--- src/rtl/quickq_seq_ctrl.sv ---
// quickq_seq_ctrl: sequencing controller for the QuickQ sorted BRAM min-queue.
// The smallest value is always at index 0. Enqueue carries the new value up
// the array with compare-swaps. Dequeue returns index 0 and then shifts the
// remaining entries down one slot.
// Ports:
//   clk, rst            clock, asynchronous active-high reset
//   enq, deq, data_in   host requests, sampled only while ready=1
//   ready               idle, accepts a request this cycle
//   data_out, deq_valid last dequeued value, one-cycle update pulse
//   count, full, empty  queue occupancy
//   overflow, underflow one-cycle pulses for rejected requests
//   bram_*              single-port BRAM (read data one cycle after address)
//   head, head_valid    current minimum, only with QUICKQ_PEEK_EN (else 0)
// Optional feature macro: QUICKQ_PEEK_EN
module quickq_seq_ctrl #(
  parameter int unsigned DW    = 32,
  parameter int unsigned DEPTH = 16,
  parameter int unsigned AW    = $clog2(DEPTH)
) (
  input  logic          clk,
  input  logic          rst,
  input  logic          enq,
  input  logic          deq,
  input  logic [DW-1:0] data_in,
  output logic          ready,
  output logic [DW-1:0] data_out,
  output logic          deq_valid,
  output logic [AW:0]   count,
  output logic          full,
  output logic          empty,
  output logic          overflow,
  output logic          underflow,
  output logic [AW-1:0] bram_addr,
  output logic          bram_we,
  output logic [DW-1:0] bram_wdata,
  input  logic [DW-1:0] bram_rdata,
  output logic [DW-1:0] head,
  output logic          head_valid
);

  localparam int unsigned CW = AW + 1;

  typedef enum logic [3:0] {
    IDLE, ENQ_RD, ENQ_CMP, ENQ_LAST, DEQ_RD, DEQ_CAP, DEQ_SH_RD, DEQ_SH_WR, DONE
  } state_e;

  state_e        state_q, state_d;
  logic [DW-1:0] carry_q, carry_d;
  logic [CW-1:0] i_q, i_d;
  logic [CW-1:0] count_q, count_d;
  logic          full_q, full_d;
  logic          empty_q, empty_d;
  logic          ready_q, ready_d;
  logic [DW-1:0] data_out_q, data_out_d;
  logic          deq_valid_q, deq_valid_d;
  logic          overflow_q, overflow_d;
  logic          underflow_q, underflow_d;

  logic [CW-1:0] i_inc;
  logic [CW-1:0] i_dec;
  logic          swap;

  assign i_inc = i_q + CW'(1);
  assign i_dec = i_q - CW'(1);
  // Strict less-than: equal keys never swap, preserving FIFO order among ties.
  assign swap  = (carry_q < bram_rdata);

  // BRAM port decoded from the state registers; a compare step must read,
  // decide and write back within one cycle at the same address.
  always_comb begin
    bram_addr  = '0;
    bram_we    = 1'b0;
    bram_wdata = '0;
    case (state_q)
      ENQ_RD:    bram_addr = i_q[AW-1:0];
      ENQ_CMP: begin
        bram_addr  = i_q[AW-1:0];
        bram_we    = swap;
        bram_wdata = carry_q;
      end
      ENQ_LAST: begin
        bram_addr  = count_q[AW-1:0];
        bram_we    = 1'b1;
        bram_wdata = carry_q;
      end
      DEQ_SH_RD: bram_addr = i_q[AW-1:0];
      DEQ_SH_WR: begin
        bram_addr  = i_dec[AW-1:0];
        bram_we    = 1'b1;
        bram_wdata = bram_rdata;
      end
      default: ;
    endcase
  end

  // Next-state and registered-output logic.
  always_comb begin
    state_d     = state_q;
    carry_d     = carry_q;
    i_d         = i_q;
    count_d     = count_q;
    data_out_d  = data_out_q;
    deq_valid_d = 1'b0;
    overflow_d  = 1'b0;
    underflow_d = 1'b0;
    case (state_q)
      IDLE: begin
        underflow_d = deq && empty_q;
        if (deq && !empty_q) begin
          state_d = DEQ_RD;
        end else if (enq && !full_q) begin
          carry_d = data_in;
          i_d     = '0;
          state_d = empty_q ? ENQ_LAST : ENQ_RD;
        end else begin
          overflow_d = enq && full_q;
        end
      end
      ENQ_RD:  state_d = ENQ_CMP;
      ENQ_CMP: begin
        if (swap) carry_d = bram_rdata;
        i_d     = i_inc;
        state_d = (i_inc == count_q) ? ENQ_LAST : ENQ_RD;
      end
      ENQ_LAST: begin
        count_d = count_q + CW'(1);
        state_d = DONE;
      end
      DEQ_RD:  state_d = DEQ_CAP;
      DEQ_CAP: begin
        data_out_d = bram_rdata;
        i_d        = CW'(1);
        if (count_q > CW'(1)) begin
          state_d = DEQ_SH_RD;
        end else begin
          count_d     = count_q - CW'(1);
          deq_valid_d = 1'b1;
          state_d     = DONE;
        end
      end
      DEQ_SH_RD: state_d = DEQ_SH_WR;
      DEQ_SH_WR: begin
        i_d = i_inc;
        if (i_inc < count_q) begin
          state_d = DEQ_SH_RD;
        end else begin
          count_d     = count_q - CW'(1);
          deq_valid_d = 1'b1;
          state_d     = DONE;
        end
      end
      DONE:    state_d = IDLE;
      default: state_d = IDLE;
    endcase
    full_d  = (count_d == CW'(DEPTH));
    empty_d = (count_d == '0);
    ready_d = (state_d == IDLE);
  end

  always_ff @(posedge clk or posedge rst) begin
    if (rst) begin
      state_q     <= IDLE;
      carry_q     <= '0;
      i_q         <= '0;
      count_q     <= '0;
      full_q      <= 1'b0;
      empty_q     <= 1'b1;
      ready_q     <= 1'b1;
      data_out_q  <= '0;
      deq_valid_q <= 1'b0;
      overflow_q  <= 1'b0;
      underflow_q <= 1'b0;
    end else begin
      state_q     <= state_d;
      carry_q     <= carry_d;
      i_q         <= i_d;
      count_q     <= count_d;
      full_q      <= full_d;
      empty_q     <= empty_d;
      ready_q     <= ready_d;
      data_out_q  <= data_out_d;
      deq_valid_q <= deq_valid_d;
      overflow_q  <= overflow_d;
      underflow_q <= underflow_d;
    end
  end

  assign ready     = ready_q;
  assign data_out  = data_out_q;
  assign deq_valid = deq_valid_q;
  assign count     = count_q;
  assign full      = full_q;
  assign empty     = empty_q;
  assign overflow  = overflow_q;
  assign underflow = underflow_q;

`ifdef QUICKQ_PEEK_EN
  logic [DW-1:0] head_q, head_d;
  logic          head_valid_q, head_valid_d;

  // Shadow copy of bram[0], tracking every write that lands on index 0.
  always_comb begin
    head_d       = head_q;
    head_valid_d = (count_d != '0);
    if ((state_q == ENQ_CMP || state_q == ENQ_LAST) && bram_we && bram_addr == '0)
      head_d = bram_wdata;
    if (state_q == DEQ_SH_WR && i_q == CW'(1))
      head_d = bram_rdata;
    if (state_q == DEQ_CAP && count_q == CW'(1))
      head_d = '0;
  end

  always_ff @(posedge clk or posedge rst) begin
    if (rst) begin
      head_q       <= '0;
      head_valid_q <= 1'b0;
    end else begin
      head_q       <= head_d;
      head_valid_q <= head_valid_d;
    end
  end

  assign head       = head_q;
  assign head_valid = head_valid_q;
`else
  assign head       = '0;
  assign head_valid = 1'b0;
`endif

endmodule

--- config.mk ---
export PLATFORM = sky130hd
export DESIGN_NAME = quickq_seq_ctrl
export DESIGN_NICKNAME = d
export VERILOG_FILES = /design/src/rtl/quickq_seq_ctrl.sv
export SDC_FILE = /design/constraint.sdc
export NUM_CORES = 1
export LEC_CHECK = 0
export ABC_CLOCK_PERIOD_IN_PS = 2450
export BUFFER_PORTS_ARGS = -buffer_cell sky130_fd_sc_hd__buf_2
export CAP_MARGIN = 20
export CORE_MARGIN = 1.5
export CORE_UTILIZATION = 47
export DETAILED_ROUTE_END_ITERATION = 10
export PLACE_DENSITY_LB_ADDON = 0.3
export SYNTH_ARGS = -nofsm -noshare
export SYNTH_HDL_FRONTEND = slang
export SYNTH_SLANG_ARGS = --single-unit
--- constraint.sdc ---
create_clock -name clk -period 2.45 [get_ports clk]
set_input_delay 0 -clock clk [delete_from_list [all_inputs] [get_ports clk]]
set_output_delay 0 -clock clk [all_outputs]
set_load 0.05 [all_outputs]
==> qor.csv, run 1 <==
stage,metric,value,unit
placed_design,# port buffers,147,
timing,unrepaired setup endpoints after global routing,true,
synth,YS warnings,0,
placed_design,pre-CTS setup slack,-0.208,ns
synth,mux contribution to synthesized area,0.152,
synth,largest family of logic cells by synthesized area,multiplexers,
synth,most common cell in the synthesized netlist,nand2_1,
synth,"Cell Area, Synth",5560,um2
flow_run,number of max-cap violations,0,
outcome,status,"complete, but fails checks",
critical_path,crit path cell chain,ha_4 > nand3_4 > xnor2_2 > ha_1 > nand4_1 > nor2_2 > a211oi_2 > o22a_2 > or3_1 > a32o_2 > nor3b_2,
floorplanning,initial core utilization,0.485,
grt,antenna violations before repair,0,
synth,post-synthesis compound-gate area fraction,0.139,
critical_path,Max stage delay on crit path,0.41,ns
synth,Netlist cell types,50,
timing,period utilisation layout,1.03,
finish,share of layout cells above drive strength 1,0.412,
route,routed vias,5002,
floorplanning,num ports,181,
synth,Synth Flop Type,dfrtp_1,
clocking,CTS tree,yes,
timing,Tightest Pin Transition,0.646,ns
floorplanning,Core ar.,11500,um2
synth,simple-gate share of the synthesized area,0.130,
route,final wirelength,15.4,mm
synth,sequential share of the synthesized area,0.379,
clocking,clk slew on worst S/H paths,0.06,ns
worst_hold_path,hold path depth,3,
grt,global-route wire length before repair,24.5,mm
clocking,cts bufs inserted,9,
power_and_ir_drop,pwr/cell area,1480,nW/um2
timing,Setup TNS,-0.109,ns
synth,Adder-Cell Fraction of Synth Area,0.0923,
grt,Tot GR Track Use,0.241,
floorplanning,die span in x,112,um
critical_path,Worst Path Arrival,2.77,ns
clocking,CTS Root Cell,clkbuf_16,
placed_design,DP HPWL,10.5,mm
critical_path,CP Class,register to register,
critical_path,worst r2r dst,full,
finish,# diodes,0,
synth,"Avg Cell Area, Syn",9.25,um2
outcome,failing checks,"hold timing, setup timing",
worst_hold_path,Worst Hold Launch,bram_rdata[20],
floorplanning,# rows,39,
critical_path,required time worst endpoint,2.71,ns
worst_hold_path,hold crit path type,input pin to register,
synth,Synth area leaders,"dfrtp_1 (37%), ha_1 (9.2%), mux2_4 (8.1%), o21ai_0 (7.9%), mux2_2 (7.1%)",
timing,fin. max-slew vios,0,
timing,fmax,398,MHz
finish,Final Cell Area,7510,um2
clocking,number of H-tree levels,3,
clocking,clk buf depth,2,
synth,Synth Area in XOR/XNOR,0.00946,
timing,final worst setup slack,-0.0637,ns
route,DRC,0,
route,Post-DRT Antenna Nets,0,
power_and_ir_drop,Leakage,3.87,nW
synth,post-synth top area cell,dfrtp_1,
synth,Synth async-reset ratio,1.00,
worst_hold_path,worst hold endpoint,data_out[20],
critical_path,R2R setup slack,-0.06,ns
grt,largest net degree at the start of global routing,65,
timing,Rel. slew slack,0.570,
critical_path,Critical Path Source Type,register,
clocking,worst skew pair latency,0.34,ns
floorplanning,die area,12500,um2
critical_path,Worst R2R Start,i_q[0],
placed_design,placed cell area,6460,um2
placed_design,# placed instances,885,
finish,post-layout util,0.655,
route,DR iter-0 viols,307,
finish,Reg area,2110,um2
clocking,CTS Sinks,84,
grt,total gr overflow,0,
critical_path,crit-path leading delay family,simple AND/OR/NAND/NOR gates,
timing,Hold WS,-0.00168,ns
timing,Final setup viols,2,
synth,most frequent cells after synthesis,"nand2_1 (96), o21ai_0 (88), dfrtp_1 (82)",
critical_path,Critical Path Slowest Stage Cell,dfrtp_2,
finish,Final Non-Filler Cells,941,
synth,Mapped Cells,601,
finish,final-layout fill cell count,902,
timing,Layout Skew,0.00816,ns
critical_path,WP depth,11,
critical_path,Worst R2R Path Depth,11,
finish,Area Growth Syn to Fin,35.2,%
power_and_ir_drop,VDD IR-drop max,922,uV
synth,top cell type's share of synthesized area,0.369,
critical_path,"Max FO, Critical Path",5,
synth,number of synthesized flops with an enable pin,0,
placed_design,GPL Wtd Cong,0.913,
finish,nets,902,
timing,post-layout min period,2.51,ns
finish,multi-input logic area,3400,um2
critical_path,Worst Setup SP,i_q[0],
grt,vias in the first global route,4976,
timing,final hold viol count,1,
critical_path,Buf/Inv on CP,0,
floorplanning,die height,112,um
route,routed vias/inst,5.32,
critical_path,CP endpoint kind,register,
synth,"FF+latch count, synth",84,
route,WL per Instance,16.4,um
route,drt pass-1 iters,5,
power_and_ir_drop,total power,11.2,mW
[state kept, by name, indices dropped and copies added (netlist names)]
signal / count
carry_q: 32
data_out: 32
count: 5
i_q: 5
state_q: 4
deq_valid: 1
empty: 1
full: 1
overflow: 1
ready: 1
underflow: 1
[cell usage in the layout (no fill, tap or decap), drive strengths merged, types with 2 or more instances in the layout]
| cell type | synthesis | routed |
|---|---|---|
| dlygate4sd3 | 0 | 20 |
| nand3 | 9 | 9 |
| dfrtp | 82 | 82 |
| nand2b | 3 | 3 |
| nor3 | 6 | 6 |
| o31ai | 3 | 3 |
| and3 | 5 | 5 |
| inv | 41 | 40 |
| ha | 41 | 41 |
| nor2b | 4 | 4 |
| nor3b | 2 | 2 |
| nand4 | 7 | 7 |
| nor2 | 19 | 19 |
| nand2 | 96 | 96 |
| mux2 | 65 | 65 |
| dfstp | 2 | 2 |
| o211ai | 2 | 2 |
| buf | 41 | 191 |
| a21oi | 22 | 22 |
| and2 | 4 | 4 |
| a21o | 4 | 4 |
| o221ai | 3 | 3 |
| nor4 | 4 | 4 |
| o21ai | 89 | 89 |
| a211oi | 2 | 2 |
| clkbuf | 22 | 16 |
| xnor2 | 5 | 5 |
| conb | 1 | 33 |
[what timing repair did]
action	4_1_cts	5_1_grt
gates resized for setup	14	53
hold buffers	20	0
endpoints found under the setup margin	41	44
cloned	1	1
setup buffers	11	10
hold endpoints to repair	51	0
pin swaps	14	22
[worst reg2reg max path, stage by stage, from the launching register on]
cell	delay (ns)
dfrtp_2	0.41
ha_4	0.18
nand3_4	0.08
xnor2_2	0.15
ha_1	0.31
nand4_1	0.13
nor2_2	0.13
a211oi_2	0.06
o22a_2	0.27
or3_1	0.33
a32o_2	0.25
nor3b_2	0.15
[worst max path at each step]
stage | end | slack, ns
global placement | full | -0.03
finish | full | -0.06
floorplan | full | 0.02
global route | full | -0.18
detailed placement | full | -0.21
CTS | empty | -0.07
[area by class of cell]
type                            count  area share
Clock inverter                      1    0.000999
Timing Repair Buffer              212       0.184
Clock buffer                       15      0.0370
Inverter                           41      0.0206
Multi-Input combinational cell    445       0.452
Tap cell                          143      0.0238
Sequential cell                    84       0.281
[metal layers]
| metal | track usage | share of wire | vias up |
|---|---|---|---|
| met5 | 0 | 0 | - |
| met4 | 0.0869 | 0.017 | 0 |
| met2 | 0.408 | 0.50 | 195 |
| met3 | 0.0338 | 0.055 | 18 |
| met1 | 0.317 | 0.43 | 2395 |
| li1 | - | - | 2394 |
[power by group]
group	switching, mW	internal, mW	leakage [nW]
Combinational	4.51	2.70	2.72
Sequential	0.565	2.06	1.01
Clock	0.541	0.772	0.136
[cells by family (layout without fill, tap and decap cells)]
logic type | after synthesis | after routing
simple gates | 163 | 163
compound gates | 137 | 137
buf+inv | 104 | 269
flops | 84 | 84
mux | 65 | 65
fa+ha+maj | 41 | 41
xor+xnor | 6 | 6
other cells | 1 | 33
No activity file was read; power rests on OpenSTA's default activity.
==> run 2: changes to the inputs <==
--- a/config.mk
+++ b/config.mk
@@ -11,7 +11,7 @@
 export CORE_MARGIN = 1.5
 export CORE_UTILIZATION = 47
 export DETAILED_ROUTE_END_ITERATION = 10
-export PLACE_DENSITY_LB_ADDON = 0.3
+export PLACE_DENSITY = 0.78
 export SYNTH_ARGS = -nofsm -noshare
 export SYNTH_HDL_FRONTEND = slang
 export SYNTH_SLANG_ARGS = --single-unit
==> run 2 against run 1 <==
The run ends with setup timing left. Register-to-register slack got worse by 0.10 ns. First-iteration DRC count increased by 21%. Sequential share of layout area decreased by 0.087 points. Clock skew decreased by 0.00060 ns. Total power increased by 0.96%. Highest routed layer unchanged. Flip-flop and latch count unchanged.
==> qor.csv, run 2 (synthesized netlist as in run 1, its figures left out) <==
stage,metric,value,unit,change
worst_hold_path,hold path depth,3,,unchanged
outcome,failing checks,setup timing,,"was hold timing, setup timing"
flow_run,number of max-cap violations,0,,unchanged
grt,global-route wire length before repair,24.7,mm,was 24.5 mm
finish,nets,907,,was 902
critical_path,CP endpoint kind,register,,unchanged
floorplanning,Core ar.,11500,um2,unchanged
placed_design,pre-CTS setup slack,-0.218,ns,was -0.208 ns
floorplanning,num ports,181,,unchanged
timing,Rel. slew slack,0.472,,was 0.570
timing,period utilisation layout,1.07,,was 1.03
timing,Final setup viols,7,,was 2
timing,Layout Skew,0.00756,ns,was 0.00816 ns
placed_design,# port buffers,147,,unchanged
clocking,cts bufs inserted,9,,unchanged
route,DR iter-0 viols,371,,was 307
grt,vias in the first global route,5062,,was 4976
outcome,status,"complete, but fails checks",,unchanged
critical_path,required time worst endpoint,2.72,ns,was 2.71 ns
floorplanning,# rows,39,,unchanged
floorplanning,die area,12500,um2,unchanged
clocking,clk slew on worst S/H paths,0.06,ns,about the same
floorplanning,initial core utilization,0.485,,unchanged
finish,share of layout cells above drive strength 1,0.412,,about the same
route,routed vias/inst,5.43,,was 5.32
power_and_ir_drop,total power,11.3,mW,was 11.2 mW
critical_path,Worst Path Arrival,2.88,ns,was 2.77 ns
clocking,worst skew pair latency,0.34,ns,about the same
route,Post-DRT Antenna Nets,0,,unchanged
finish,Area Growth Syn to Fin,35.5,%,was 35.2%
power_and_ir_drop,VDD IR-drop max,901,uV,was 922 uV
placed_design,GPL Wtd Cong,0.922,,was 0.913
finish,# diodes,0,,unchanged
worst_hold_path,hold crit path type,input pin to register,,unchanged
timing,Tightest Pin Transition,0.793,ns,was 0.646 ns
floorplanning,die span in x,112,um,unchanged
route,routed vias,5135,,was 5002
power_and_ir_drop,pwr/cell area,1500,nW/um2,was 1480 nW/um2
finish,"commonest non-fill, non-tap cells in the layout","buf_2 (147), nand2_1 (90), o21ai_0 (84)",,"was buf_2 (146), nand2_1 (91), o21ai_0 (84)"
clocking,CTS Root Cell,clkbuf_16,,unchanged
timing,final worst setup slack,-0.166,ns,was -0.0637 ns
critical_path,Worst R2R Path Depth,11,,unchanged
clocking,number of H-tree levels,3,,unchanged
critical_path,CP Class,register to register,,unchanged
timing,Hold WS,0.00903,ns,was -0.00168 ns
clocking,CTS Sinks,84,,unchanged
route,DRC,0,,unchanged
power_and_ir_drop,Leakage,3.88,nW,was 3.87 nW
grt,total gr overflow,0,,unchanged
critical_path,"Max FO, Critical Path",5,,unchanged
finish,post-layout util,0.657,,was 0.655
route,WL per Instance,17.1,um,was 16.4 um
floorplanning,die height,112,um,unchanged
route,drt pass-1 iters,5,,unchanged
timing,unrepaired setup endpoints after global routing,true,,unchanged
grt,Tot GR Track Use,0.246,,was 0.241
timing,fmax,382,MHz,was 398 MHz
clocking,CTS tree,yes,,unchanged
finish,"most common cell after layout, fill and taps aside",buf_2,,unchanged
clocking,clk buf depth,2,,unchanged
finish,final-layout fill cell count,858,,was 902
critical_path,Critical Path Source Type,register,,unchanged
timing,final hold viol count,0,,was 1
timing,fin. max-slew vios,0,,unchanged
placed_design,DP HPWL,10.7,mm,was 10.5 mm
timing,post-layout min period,2.62,ns,was 2.51 ns
grt,largest net degree at the start of global routing,65,,unchanged
route,final wirelength,16.2,mm,was 15.4 mm
grt,antenna violations before repair,0,,unchanged
run 2: changes by cell type in the layout (fill, tap and decap cells not counted), sizes merged:
cell,change
clkbuf,+1
clkinvlp,-1
dlygate4sd3,+1
clkinv,+1
buf,+3
run 2: final cells by class:
class / instances / area (um2) / area share
clock inverters: 1 / 5.00 / 0.000664
repair buffers: 217 / 1430 / 0.190
multi-input cells: 445 / 3380 / 0.448
clock buffers: 15 / 278 / 0.0369
flip-flops and latches: 84 / 2110 / 0.280
well taps: 143 / 179 / 0.0238
inverters: 41 / 155 / 0.0206
run 2: where the power goes:
part           internal [mW]  total [mW]  switching (mW)
combinational           2.72        7.32            4.60
sequential              2.06        2.63           0.564
clock                  0.771        1.32           0.547
total                   5.55        11.3            5.71
run 2: through the flow:
stage          cell area [um2]  TNS (ns)  cells
6_report                  7530    -0.363    946
5_1_grt                   7530     -2.59    946
4_1_cts                   7200    -0.203    931
3_5_place_dp              6470     -3.15    885
3_3_place_gp              6470     -2.04    885
2_1_floorplan             5700         0    633
run 2: what timing repair did:
action,4_1_cts,5_1_grt
gates resized for setup,28,34
setup endpoints to repair,39,42
endpoints found under the hold margin,61,0
hold buffers,21,0
gates cloned,1,2
setup buffers,8,14
pin swaps,13,16
run 2: worst max-delay path, cell delays in order (launching register included):
cell	delay [ns]
dfrtp_2	0.45
ha_4	0.19
buf_6	0.11
xor2_1	0.13
ha_1	0.29
nand4_1	0.12
nor2_1	0.15
a211oi_2	0.07
o22a_2	0.28
or3_4	0.34
a32o_2	0.25
nor3b_2	0.15
run 2: worst paths after layout:
check                               from           end  slack, ns
max in group asynchronous            rst         empty       1.40
setup reg to reg                  i_q[0]          full      -0.17
hold / removal             bram_rdata[6]   data_out[6]      0.009
hold reg to reg             data_out[24]  data_out[24]       0.47
setup / recovery                  i_q[0]          full      -0.17
min in group asynchronous            rst   carry_q[23]       0.33
run 2: layer usage:
metal  global-route usage  up-vias  share of wire
met2                0.415      210           0.50
met3               0.0441       28          0.057
li1                     -     2396              -
met1                0.313     2501           0.43
met5                    0        -              0
met4                0.101        0          0.020
